### config.mk
export PLATFORM = sky130hd
export DESIGN_NAME = master_rx_port
export DESIGN_NICKNAME = d
export VERILOG_FILES = /design/src/rtl/master_rx_port_pkg.sv /design/src/rtl/master_rx_port_sync_fifo.sv /design/src/rtl/master_rx_port.sv
export SDC_FILE = /design/constraint.sdc
export NUM_CORES = 1
export LEC_CHECK = 0
export BUFFER_PORTS_ARGS = -buffer_cell sky130_fd_sc_hd__buf_2
export CAP_MARGIN = 20
export CORE_UTILIZATION = 58
export CTS_CLUSTER_SIZE = 12
export DETAILED_ROUTE_END_ITERATION = 10
export GPL_ROUTABILITY_DRIVEN = 0
export PLACE_DENSITY = 0.77
export RECOVER_POWER = 100
export SETUP_SLACK_MARGIN = 0.1
export SLEW_MARGIN = 5
export SYNTH_ARGS = -nofsm -noshare
export SYNTH_HDL_FRONTEND = slang
export SYNTH_SLANG_ARGS = --single-unit
### constraint.sdc
create_clock -name clk -period 3.01 [get_ports clk]
set_input_delay 0.1505 -clock clk [delete_from_list [all_inputs] [get_ports clk]]
set_output_delay 0.1505 -clock clk [all_outputs]
set_load 0.02 [all_outputs]
### src/rtl/master_rx_port_pkg.sv
// rtl/master_rx_port_pkg.sv - shared bus instruction codes and receive FSM states
// Contents:
//   INSTR_*     2-bit serial bus instruction codes (INSTR_READ starts a receive burst)
//   rx_state_t  receive port FSM states IDLE / WAIT_HS / RECV
package master_rx_port_pkg;

    localparam logic [1:0] INSTR_NOP   = 2'b00;
    localparam logic [1:0] INSTR_WRITE = 2'b01;
    localparam logic [1:0] INSTR_ADDR  = 2'b10;
    localparam logic [1:0] INSTR_READ  = 2'b11;

    typedef enum logic [1:0] {
        ST_IDLE    = 2'd0,
        ST_WAIT_HS = 2'd1,
        ST_RECV    = 2'd2
    } rx_state_t;

endpackage

### src/rtl/master_rx_port_sync_fifo.sv
// rtl/master_rx_port_sync_fifo.sv - show-ahead synchronous word FIFO with occupancy count
// Ports:
//   clk, reset          rising-edge clock, synchronous active-high reset (empties FIFO)
//   push, push_data     write one word (ignored when full)
//   pop                 remove head word (ignored when empty)
//   head                current head word, 0 when empty
//   count               words held, 0..DEPTH
module master_rx_port_sync_fifo #(
    parameter int WIDTH = 8,
    parameter int DEPTH = 4
) (
    input  logic                     clk,
    input  logic                     reset,
    input  logic                     push,
    input  logic [WIDTH-1:0]         push_data,
    input  logic                     pop,
    output logic [WIDTH-1:0]         head,
    output logic [$clog2(DEPTH):0]   count
);

    localparam int AW = $clog2(DEPTH);
    localparam int CW = AW + 1;

    logic [WIDTH-1:0] mem [DEPTH];
    logic [AW-1:0]    wr_ptr;
    logic [AW-1:0]    rd_ptr;
    logic             do_push;
    logic             do_pop;

    assign do_push = push && (count != CW'(DEPTH));
    assign do_pop  = pop && (count != '0);

    // Data array carries no reset; emptiness is tracked by count alone.
    always_ff @(posedge clk) begin
        if (do_push) begin
            mem[wr_ptr] <= push_data;
        end
    end

    always_ff @(posedge clk) begin
        if (reset) begin
            wr_ptr <= '0;
            rd_ptr <= '0;
            count  <= '0;
        end else begin
            if (do_push) begin
                wr_ptr <= wr_ptr + AW'(1);
            end
            if (do_pop) begin
                rd_ptr <= rd_ptr + AW'(1);
            end
            case ({do_push, do_pop})
                2'b10:   count <= count + CW'(1);
                2'b01:   count <= count - CW'(1);
                default: count <= count;
            endcase
        end
    end

    // Masked so a stale array entry never shows while the FIFO is empty.
    assign head = (count != '0) ? mem[rd_ptr] : '0;

endmodule

### src/rtl/master_rx_port.sv
// rtl/master_rx_port.sv - master-side serial bus receive port with burst, FIFO and timeout
// Ports:
//   clk, reset            rising-edge clock, synchronous active-high reset
//   tx_done, instruction  start a burst when instruction is READ and tx_done is high in IDLE
//   burst_num             words in burst minus 1, latched at start
//   rx_data, slave_valid  LANES serial bits per beat, LSB first; slave_valid marks beat 0
//   master_ready          port can accept a word (WAIT_HS and FIFO not full)
//   data_out, data_valid  FIFO head word and non-empty flag
//   data_ack              pops the head when data_valid is high
//   fifo_count            words held in the FIFO
//   rx_done, rx_timeout   one-cycle pulses: burst completed / burst aborted by timeout
module master_rx_port
    import master_rx_port_pkg::*;
#(
    parameter int DATA_LEN  = 8,
    parameter int LANES     = 1,
    parameter int BURST_LEN = 12,
    parameter int DEPTH     = 4,
    parameter int TIMEOUT   = 0
) (
    input  logic                     clk,
    input  logic                     reset,
    input  logic                     tx_done,
    input  logic [1:0]               instruction,
    input  logic [BURST_LEN-1:0]     burst_num,
    input  logic [LANES-1:0]         rx_data,
    input  logic                     slave_valid,
    output logic                     master_ready,
    output logic [DATA_LEN-1:0]      data_out,
    output logic                     data_valid,
    input  logic                     data_ack,
    output logic [$clog2(DEPTH):0]   fifo_count,
    output logic                     rx_done,
    output logic                     rx_timeout
);

    localparam int BEATS = DATA_LEN / LANES;
    localparam int BW    = (BEATS > 1) ? $clog2(BEATS) : 1;
    localparam int TW    = (TIMEOUT > 1) ? $clog2(TIMEOUT) : 1;
    localparam int CW    = $clog2(DEPTH) + 1;

    rx_state_t              state_q;
    rx_state_t              state_d;
    logic [BURST_LEN-1:0]   burst_q;
    logic [BURST_LEN-1:0]   word_cnt;
    logic [BW-1:0]          beat_q;
    logic [TW-1:0]          tmo_q;
    logic [DATA_LEN-1:0]    shift_q;
    logic [DATA_LEN-1:0]    word_next;
    logic [BW-1:0]          beat_sel;

    logic start;
    logic hs;
    logic wait_idle;
    logic tmo_hit;
    logic push;
    logic last_word;

    // Registered-only decode: no combinational path from any input.
    assign master_ready = (state_q == ST_WAIT_HS) && (fifo_count < CW'(DEPTH));

    assign start     = (state_q == ST_IDLE) && tx_done && (instruction == INSTR_READ);
    assign hs        = master_ready && slave_valid;
    assign wait_idle = master_ready && !slave_valid;
    assign tmo_hit   = (TIMEOUT != 0) && wait_idle && (tmo_q == TW'(TIMEOUT - 1));
    assign last_word = (word_cnt == burst_q);

    // A word completes either on the last RECV beat or, for single-beat words,
    // on the handshake itself.
    assign push = ((state_q == ST_RECV) && (beat_q == BW'(BEATS - 1)))
               || (hs && (BEATS == 1));

    // Handshake cycle always carries beat 0; RECV carries the beat counter.
    assign beat_sel = (state_q == ST_RECV) ? beat_q : '0;

    always_comb begin
        word_next = shift_q;
        word_next[int'(beat_sel) * LANES +: LANES] = rx_data;
    end

    always_ff @(posedge clk) begin
        if (reset) begin
            state_q <= ST_IDLE;
        end else begin
            state_q <= state_d;
        end
    end

    always_comb begin
        state_d = state_q;
        case (state_q)
            ST_IDLE: begin
                if (start) begin
                    state_d = ST_WAIT_HS;
                end
            end
            ST_WAIT_HS: begin
                if (hs) begin
                    if (BEATS == 1) begin
                        state_d = last_word ? ST_IDLE : ST_WAIT_HS;
                    end else begin
                        state_d = ST_RECV;
                    end
                end else if (tmo_hit) begin
                    state_d = ST_IDLE;
                end
            end
            ST_RECV: begin
                if (push) begin
                    state_d = last_word ? ST_IDLE : ST_WAIT_HS;
                end
            end
            default: state_d = ST_IDLE;
        endcase
    end

    always_ff @(posedge clk) begin
        if (reset) begin
            burst_q    <= '0;
            word_cnt   <= '0;
            beat_q     <= '0;
            tmo_q      <= '0;
            shift_q    <= '0;
            rx_done    <= 1'b0;
            rx_timeout <= 1'b0;
        end else begin
            rx_done    <= push && last_word;
            rx_timeout <= tmo_hit;

            if (start) begin
                burst_q  <= burst_num;
                word_cnt <= '0;
            end else if (push && !last_word) begin
                word_cnt <= word_cnt + BURST_LEN'(1);
            end

            if (start) begin
                beat_q <= '0;
            end else if (push) begin
                beat_q <= '0;
            end else if (hs) begin
                beat_q <= BW'(1);
            end else if (state_q == ST_RECV) begin
                beat_q <= beat_q + BW'(1);
            end

            // Only waiting cycles with FIFO space count toward the timeout.
            if (start || hs) begin
                tmo_q <= '0;
            end else if (wait_idle && (TIMEOUT != 0)) begin
                tmo_q <= tmo_q + TW'(1);
            end

            if (hs || (state_q == ST_RECV)) begin
                shift_q <= word_next;
            end
        end
    end

    master_rx_port_sync_fifo #(
        .WIDTH (DATA_LEN),
        .DEPTH (DEPTH)
    ) u_fifo (
        .clk       (clk),
        .reset     (reset),
        .push      (push),
        .push_data (word_next),
        .pop       (data_ack && data_valid),
        .head      (data_out),
        .count     (fifo_count)
    );

    assign data_valid = (fifo_count != '0);

endmodule

### Word-level counts from Yosys, hierarchy flattened

Memories as Yosys holds them, arrays and structs flattened. A register that Yosys moved wholly into a read port is not among the register bits.
Index checks and enable logic that the tools add are counted.

| storage, ports and cells | value |
|---|---|
| bits in registers | 45 |
| latch bits | 0 |
| memory bits (writable) | 32 |
| memory bits (read-only) | 0 |
| output and inout bits | 15 |
| logic and storage cells | 67 |
| memories | 1 |

| cells by class | value |
|---|---|
| $add $sub $neg | 7 |
| multipliers | 0 |
| div/mod/pow operators | 0 |
| order comparisons | 1 |
| equality and inequality tests | 11 |
| shift-type cells | 2 |
| mux-type cells | 15 |
| bitwise logic cells | 0 |
| reduce and logical (&&, ||, !) cells | 20 |

Memories:

| name | words | bits a word | rd ports | clocked after Yosys merged registers in | write ports | line | source |
|---|---|---|---|---|---|---|---|
| u_fifo.mem | 4 | 8 | 1 | 1 | 1 | master_rx_port_sync_fifo.sv:24 | `logic [WIDTH-1:0] mem [DEPTH];` |

Operator list:

| kind | number |
|---|---|
| $neg 3->33 | 1 |
| $shift 1x33->8 const A | 1 |
| $shiftx 1x33->8 | 1 |
| $add 12x1->12 const B | 1 |
| $eq 12x12->1 | 1 |
| $logic_and 1x1->1 | 10 |
| $mux 2 | 5 |
| $bwmux 8 | 1 |
| $mux 8 | 1 |
| $add 3x1->3 const B | 2 |
| $eq 2x2->1 const B | 3 |
| $ne 2x2->1 const B | 3 |
| $pmux 2 s3 | 1 |
| $pmux 3 s2 | 1 |
| $mux 1 | 5 |
| $add 2x1->2 const B | 2 |
| $eq 2x1->1 const B | 2 |
| $reduce_bool 2->1 | 2 |
| $reduce_or 4->1 | 1 |
| $eq 3x3->1 const B | 1 |
| $lt 3x3->1 const B | 1 |
| $mux 3 | 1 |
| $ne 3x3->1 const B | 1 |
| $reduce_and 3->1 | 1 |
| 7 further kinds | 7 |

### Logic depth before layout (Yosys ltp)

| logic depth | value |
|---|---|
| word-level depth | 5 |
| depth in mapped cells | 11 |
| gate-level depth less buffers | 11 |

### Modules after synthesis

Synthesis repeated with hierarchy kept, for this count alone.

| unflattened totals | value |
|---|---|
| cell total of the unflattened synthesis | 328 |
| area, all modules | 3622.2 sq um |

By module, submodules not included:

| module | times used | cells each | area each (sq um) | seq. area each (sq um) |
|---|---|---|---|---|
| master_rx_port | 1 | 225 | 1918.1 | 760.7 |
| master_rx_port_sync_fifo | 1 | 103 | 1704.1 | 1141.1 |

### Worst setup path before layout

OpenSTA, ideal clock, no wires.

| timing | value |
|---|---|
| kind | reg-to-reg |
| start point | reg u_fifo.count[2] |
| end point | reg u_fifo.count[2] |
| arrival time | 2371 ps |
| path slack | 569 ps |
| cell stages (with the launch flop) | 10 |
| buffers on the path | 1 |
| clock period less this slack | 2441 ps |
| cells stage by stage | dfxtp_1 or3_1 clkbuf_1 and2_1 ha_1 inv_1 fa_1 xor2_1 or3_1 a21oi_1 |

| between the ends | value |
|---|---|
| cells in the longest elaborated chain, start to end | 5 |
| elaborated cells between the ends (all ways) | 11 |
| classes of those cells | add/sub (2); eq/ne (3); mux (1); reduce/logical (5) |

RTL lines:

| item | line | source |
|---|---|---|
| start, declared | master_rx_port_sync_fifo.sv:18 | `output logic [$clog2(DEPTH):0] count` |
| start signal, assigned | master_rx_port_sync_fifo.sv:53 | `2'b10: count <= count + CW'(1);` |
| start signal, assigned | master_rx_port_sync_fifo.sv:54 | `2'b01: count <= count - CW'(1);` |
| start signal, assigned | master_rx_port_sync_fifo.sv:55 | `default: count <= count;` |
| $reduce_bool 3->1 (*) | master_rx_port.sv:173 | `assign data_valid = (fifo_count != '0);` |
| via data_valid | master_rx_port.sv:30 | `output logic data_valid,` |
| $logic_and 1x1->1 | master_rx_port.sv:168 | `.pop (data_ack && data_valid),` |
| $logic_and 1x1->1 (*) | master_rx_port_sync_fifo.sv:31 | `assign do_pop = pop && (count != '0);` |
| via u_fifo.do_pop | master_rx_port_sync_fifo.sv:28 | `logic do_pop;` |
| $eq 2x1->1 / $eq 2x2->1 (equally long branches) | master_rx_port_sync_fifo.sv:52 | `case ({do_push, do_pop})` |
| $pmux 3 s2 / $reduce_bool 2->1 (equally long branches) | n/a |  |

The timed path passes the listed nets; every way through them passes the cells marked *.
A chain may end at the register's enable or synchronous reset.

### Worst setup path in the final report

| timing | value |
|---|---|
| start point | reg state_q[1] |
| end point | reg shift_q[0] |

| between the ends | value |
|---|---|
| cells in the longest elaborated chain, start to end | 5 |
| elaborated cells between the ends (all ways) | 10 |
| classes of those cells | add/sub (1); eq/ne (2); shift (2); mux (2); reduce/logical (3) |

RTL lines:

| item | line | source |
|---|---|---|
| start, declared | master_rx_port.sv:42 | `rx_state_t state_q;` |
| start signal, assigned | master_rx_port.sv:85 | `state_q <= state_d;` |
| $eq 2x2->1 (*) | master_rx_port.sv:74 | `assign beat_sel = (state_q == ST_RECV) ? beat_q : '0;` |
| $mux 3 (*) | master_rx_port.sv:74 |  |
| $neg 3->33 (*) | master_rx_port.sv:78 | `word_next[int'(beat_sel) * LANES +: LANES] = rx_data;` |
| $shiftx 1x33->8 / $shift 1x33->8 (equally long branches) | master_rx_port.sv:78 |  |
| $bwmux 8 (*) | master_rx_port.sv:78 |  |
| via u_fifo.push_data[0] | master_rx_port_sync_fifo.sv:15 | `input logic [WIDTH-1:0] push_data,` |
| end signal, assigned | master_rx_port.sv:155 | `shift_q <= word_next;` |
| end, declared | master_rx_port.sv:48 | `logic [DATA_LEN-1:0] shift_q;` |

Marks and branches as above.

==> flow_summary.json <==
{
  "yosys_warnings": 0,
  "core_area_um2": 5920,
  "diodes": 0,
  "synthMuxAreaShare_pct": 11.5,
  "period_share_pct": 89.1,
  "tritoncts": "built",
  "cts_resized": 0,
  "synth_top_flop_cell": "dfxtp_1",
  "cts-root-buf": "clkbuf_8",
  "totalPowerFinal_mw": 1.98,
  "cts_buffers": 9,
  "clk_pin_slew_ns": 0.08,
  "rsz0062_at_grt": "no",
  "synth_top_family_by_area": "simple AND/OR/NAND/NOR gates",
  "critPathLaunchType": "flip-flop",
  "drt_iter0_drc": 125,
  "drc_errors": 0,
  "post_cts_buffers": 0,
  "holdCritStartpoint": "burst_num[6]",
  "wl_per_cell_um": 15.1,
  "synth.area.top_cells": "edfxtp_1 27%, dfxtp_1 26%, mux4_2 5.1%",
  "synthXorXnorAreaFrac_pct": 4.18,
  "clock_skew_ns": 0.0116,
  "finalMaxSlewViolations": 0,
  "power.leakage_nw": 1.32,
  "peakVddDrop_mv": 0.388,
  "rrSetupSlack_ns": 0.33,
  "worstPathArrival_ns": 2.90,
  "synth_fa_ha_area_share_pct": 4.08,
  "synth_top_area_cell": "edfxtp_1",
  "async_reset_ff_share_pct": 0,
  "drt_wl_total_um": 6370,
  "grt_pass1_vias": 2277,
  "area_delta_synth_final_pct": 11.0,
  "status": "finished, final reports clean",
  "num_vias": 2328,
  "grt_pass1_wl_um": 10500,
  "critPathRequiredTime_ns": 3.23,
  "worst_slew_pin_slew_ns": 1.45,
  "synth_compound_area_share_pct": 5.98,
  "ant_nets": 0,
  "cp_cell_sequence": "nor2b_1 > clkbuf_1 > nand2_1 > ha_1 > ha_1 > nor2_1 > o211ai_1 > mux2_1 > nor2_1 > nor3_1",
  "dr.pass1.iters": 4,
  "fin_crit_ns": 2.68,
  "synth_cells": 307,
  "relSlewSlack_pct": 2.67,
  "postCtsHoldBufs": 0,
  "p_per_area_nw_per_um2": 501,
  "setup_viol": 0,
  "yosysUniqueCellTypes": 45,
  "worstPathMaxFanout": 9,
  "grt-ovfl-total": 0,
  "r2r_cells": 10,
  "ys_seq_elements": 79,
  "syn_area_um2": 3560,
  "cp_slowest_stage_delay_ns": 0.42,
  "yosys.area_share.simple_pct": 18.1,
  "cap_violations": 0,
  "gr-usage-all-layers_pct": 22.4,
  "portBuffers": 33,
  "final_nets": 373,
  "syn_avg_cell_area_um2": 11.6,
  "worst_r2r_endpoint": "shift_q[0]",
  "yosysTopAreaCellShare_pct": 27.0,
  "antenna_found_initial": 0,
  "die_h_um": 80.3,
  "ys_seq_area_share_pct": 53.4,
  "hold_violations": 0,
  "worstSetupEndpointType": "flip-flop",
  "dieArea_um2": 6450,
  "slowest_stage": "mux2_1",
  "drive_gt1_share_pct": 13.8,
  "whs_path_depth": 3,
  "dp_hpwl_um": 4490,
  "die_x_um": 80.3,
  "synth_enable_flop_cells": 32,
  "yosys-top-cells-count": "47 x dfxtp_1, 32 x edfxtp_1, 31 x nor2_1",
  "synth_nets": 338,
  "hold_class": "input pin to flip-flop",
  "rows": 28,
  "cts.sinks": 79,
  "grt_max_degree": 34,
  "io_pins": 35,
  "clock.fmax_ghz": 0.373,
  "insertion_delay_ns": 0.35,
  "via_per_inst": 5.52,
  "cts_max_level": 3,
  "worstSetupPathType": "flip-flop to flip-flop",
  "hold_end": "burst_q[6]",
  "clock_path_buffers": 2,
  "setup_tns_ns": 0,
  "start_util_pct": 60.1,
  "r2r-start": "state_q[1]",
  "yosysMostFrequentCell": "dfxtp_1"
}
## placed cells by master, fill, tap and decap left out, types with 3 or more instances in the layout
cell type / n
dfxtp_1: 47
edfxtp_1: 32
nor2_1: 31
buf_2: 19
clkbuf_1: 16
a21oi_1: 15
mux2i_1: 14
xnor2_1: 14
nand2_1: 11
inv_1: 10
ha_1: 10
or3_1: 9
and2_1: 9
clkbuf_8: 9
nor2b_1: 8
mux2_1: 8
mux4_2: 8
nor3_1: 6
o21ai_0: 6
nand3_1: 5
and2_0: 5
nor3b_1: 5
o31ai_1: 5
nand4_1: 4
or4_1: 4
nand2b_1: 3
xor2_1: 3
## final cells by class
type | instances | area, um^2
fill | 467 | 1970
clock buffer | 9 | 124
clock inverter | 7 | 71.3
tap | 75 | 93.8
sequential | 79 | 1900
inverter | 10 | 37.5
timing repair buffer | 36 | 163
multi-input combinational | 206 | 1560
## power by group
part	leakage, nW	total, mW	internal [mW]	switching, mW
sequential	0.670	1.12	1.11	0.00712
clock	0.0953	0.778	0.385	0.393
combinational	0.557	0.0815	0.0298	0.0517
## cells by family (layout without fill, tap and decap cells)
kind of cell,after synthesis,in the layout
and+or+nand+nor,113,113
DFF,79,79
AOI/OAI and AO/OA,34,34
muxes,30,30
buffers and inverters,22,62
xor gates and xnor gates,17,17
adders and majority gates,11,11
other,1,1
## critical path: cells and delay by family (launching register included)
kind	cells	cell delay [ns]
DFF	1	0.40
buffers and inverters	1	0.32
and+or+nand+nor	5	0.67
AOI/OAI and AO/OA	1	0.13
muxes	1	0.42
adders and majority gates	2	0.62
## metrics by stage
step | setup slack (ns) | instance area [um^2] | hold WS [ns] | cells | utilization (%)
final | 0.329 | 3950 | 0.0324 | 422 | 66.7
after global routing | 0.119 | 3950 | 0.0180 | 422 | 66.7
after CTS | 0.363 | 3980 | 0.0182 | 422 | 67.2
after detailed placement | 0.395 | 3780 | 0.395 | 406 | 63.9
after global placement | 0.519 | 3780 | 0.383 | 406 | 63.9
after floorplan | 0.569 | 3560 | 0.222 | 307 | -
## flip-flops by register name, summed over array words and instances (netlist names), named ones only
name,count
state_q,2
shift_q,8
u_fifo.mem,32
u_fifo.count,3
burst_q,12
word_cnt,12
u_fifo.wr_ptr,2
beat_q,3
u_fifo.rd_ptr,2
rx_done,1
## worst max-delay path by stage
stage | from | endpoint | slack [ns] | cells after the start
after floorplan | u_fifo.count[2] | u_fifo.count[2] | 0.57 | 9
after global placement | beat_q[0] | u_fifo.count[2] | 0.52 | 11
after detailed placement | beat_q[0] | u_fifo.count[2] | 0.39 | 11
after CTS | beat_q[0] | u_fifo.count[2] | 0.36 | 11
after global routing | beat_q[0] | u_fifo.count[2] | 0.12 | 11
final | state_q[1] | shift_q[0] | 0.33 | 10
## metal layers
layer	vias up	GRT usage, %	part of all wire (%)
met5	-	0	0
met4	0	9.11	1.8
met3	10	6.48	2.9
met2	44	37.4	48
met1	1103	27.2	47
li1	1171	-	-
Note: power is estimated with default switching activity, not from simulation.
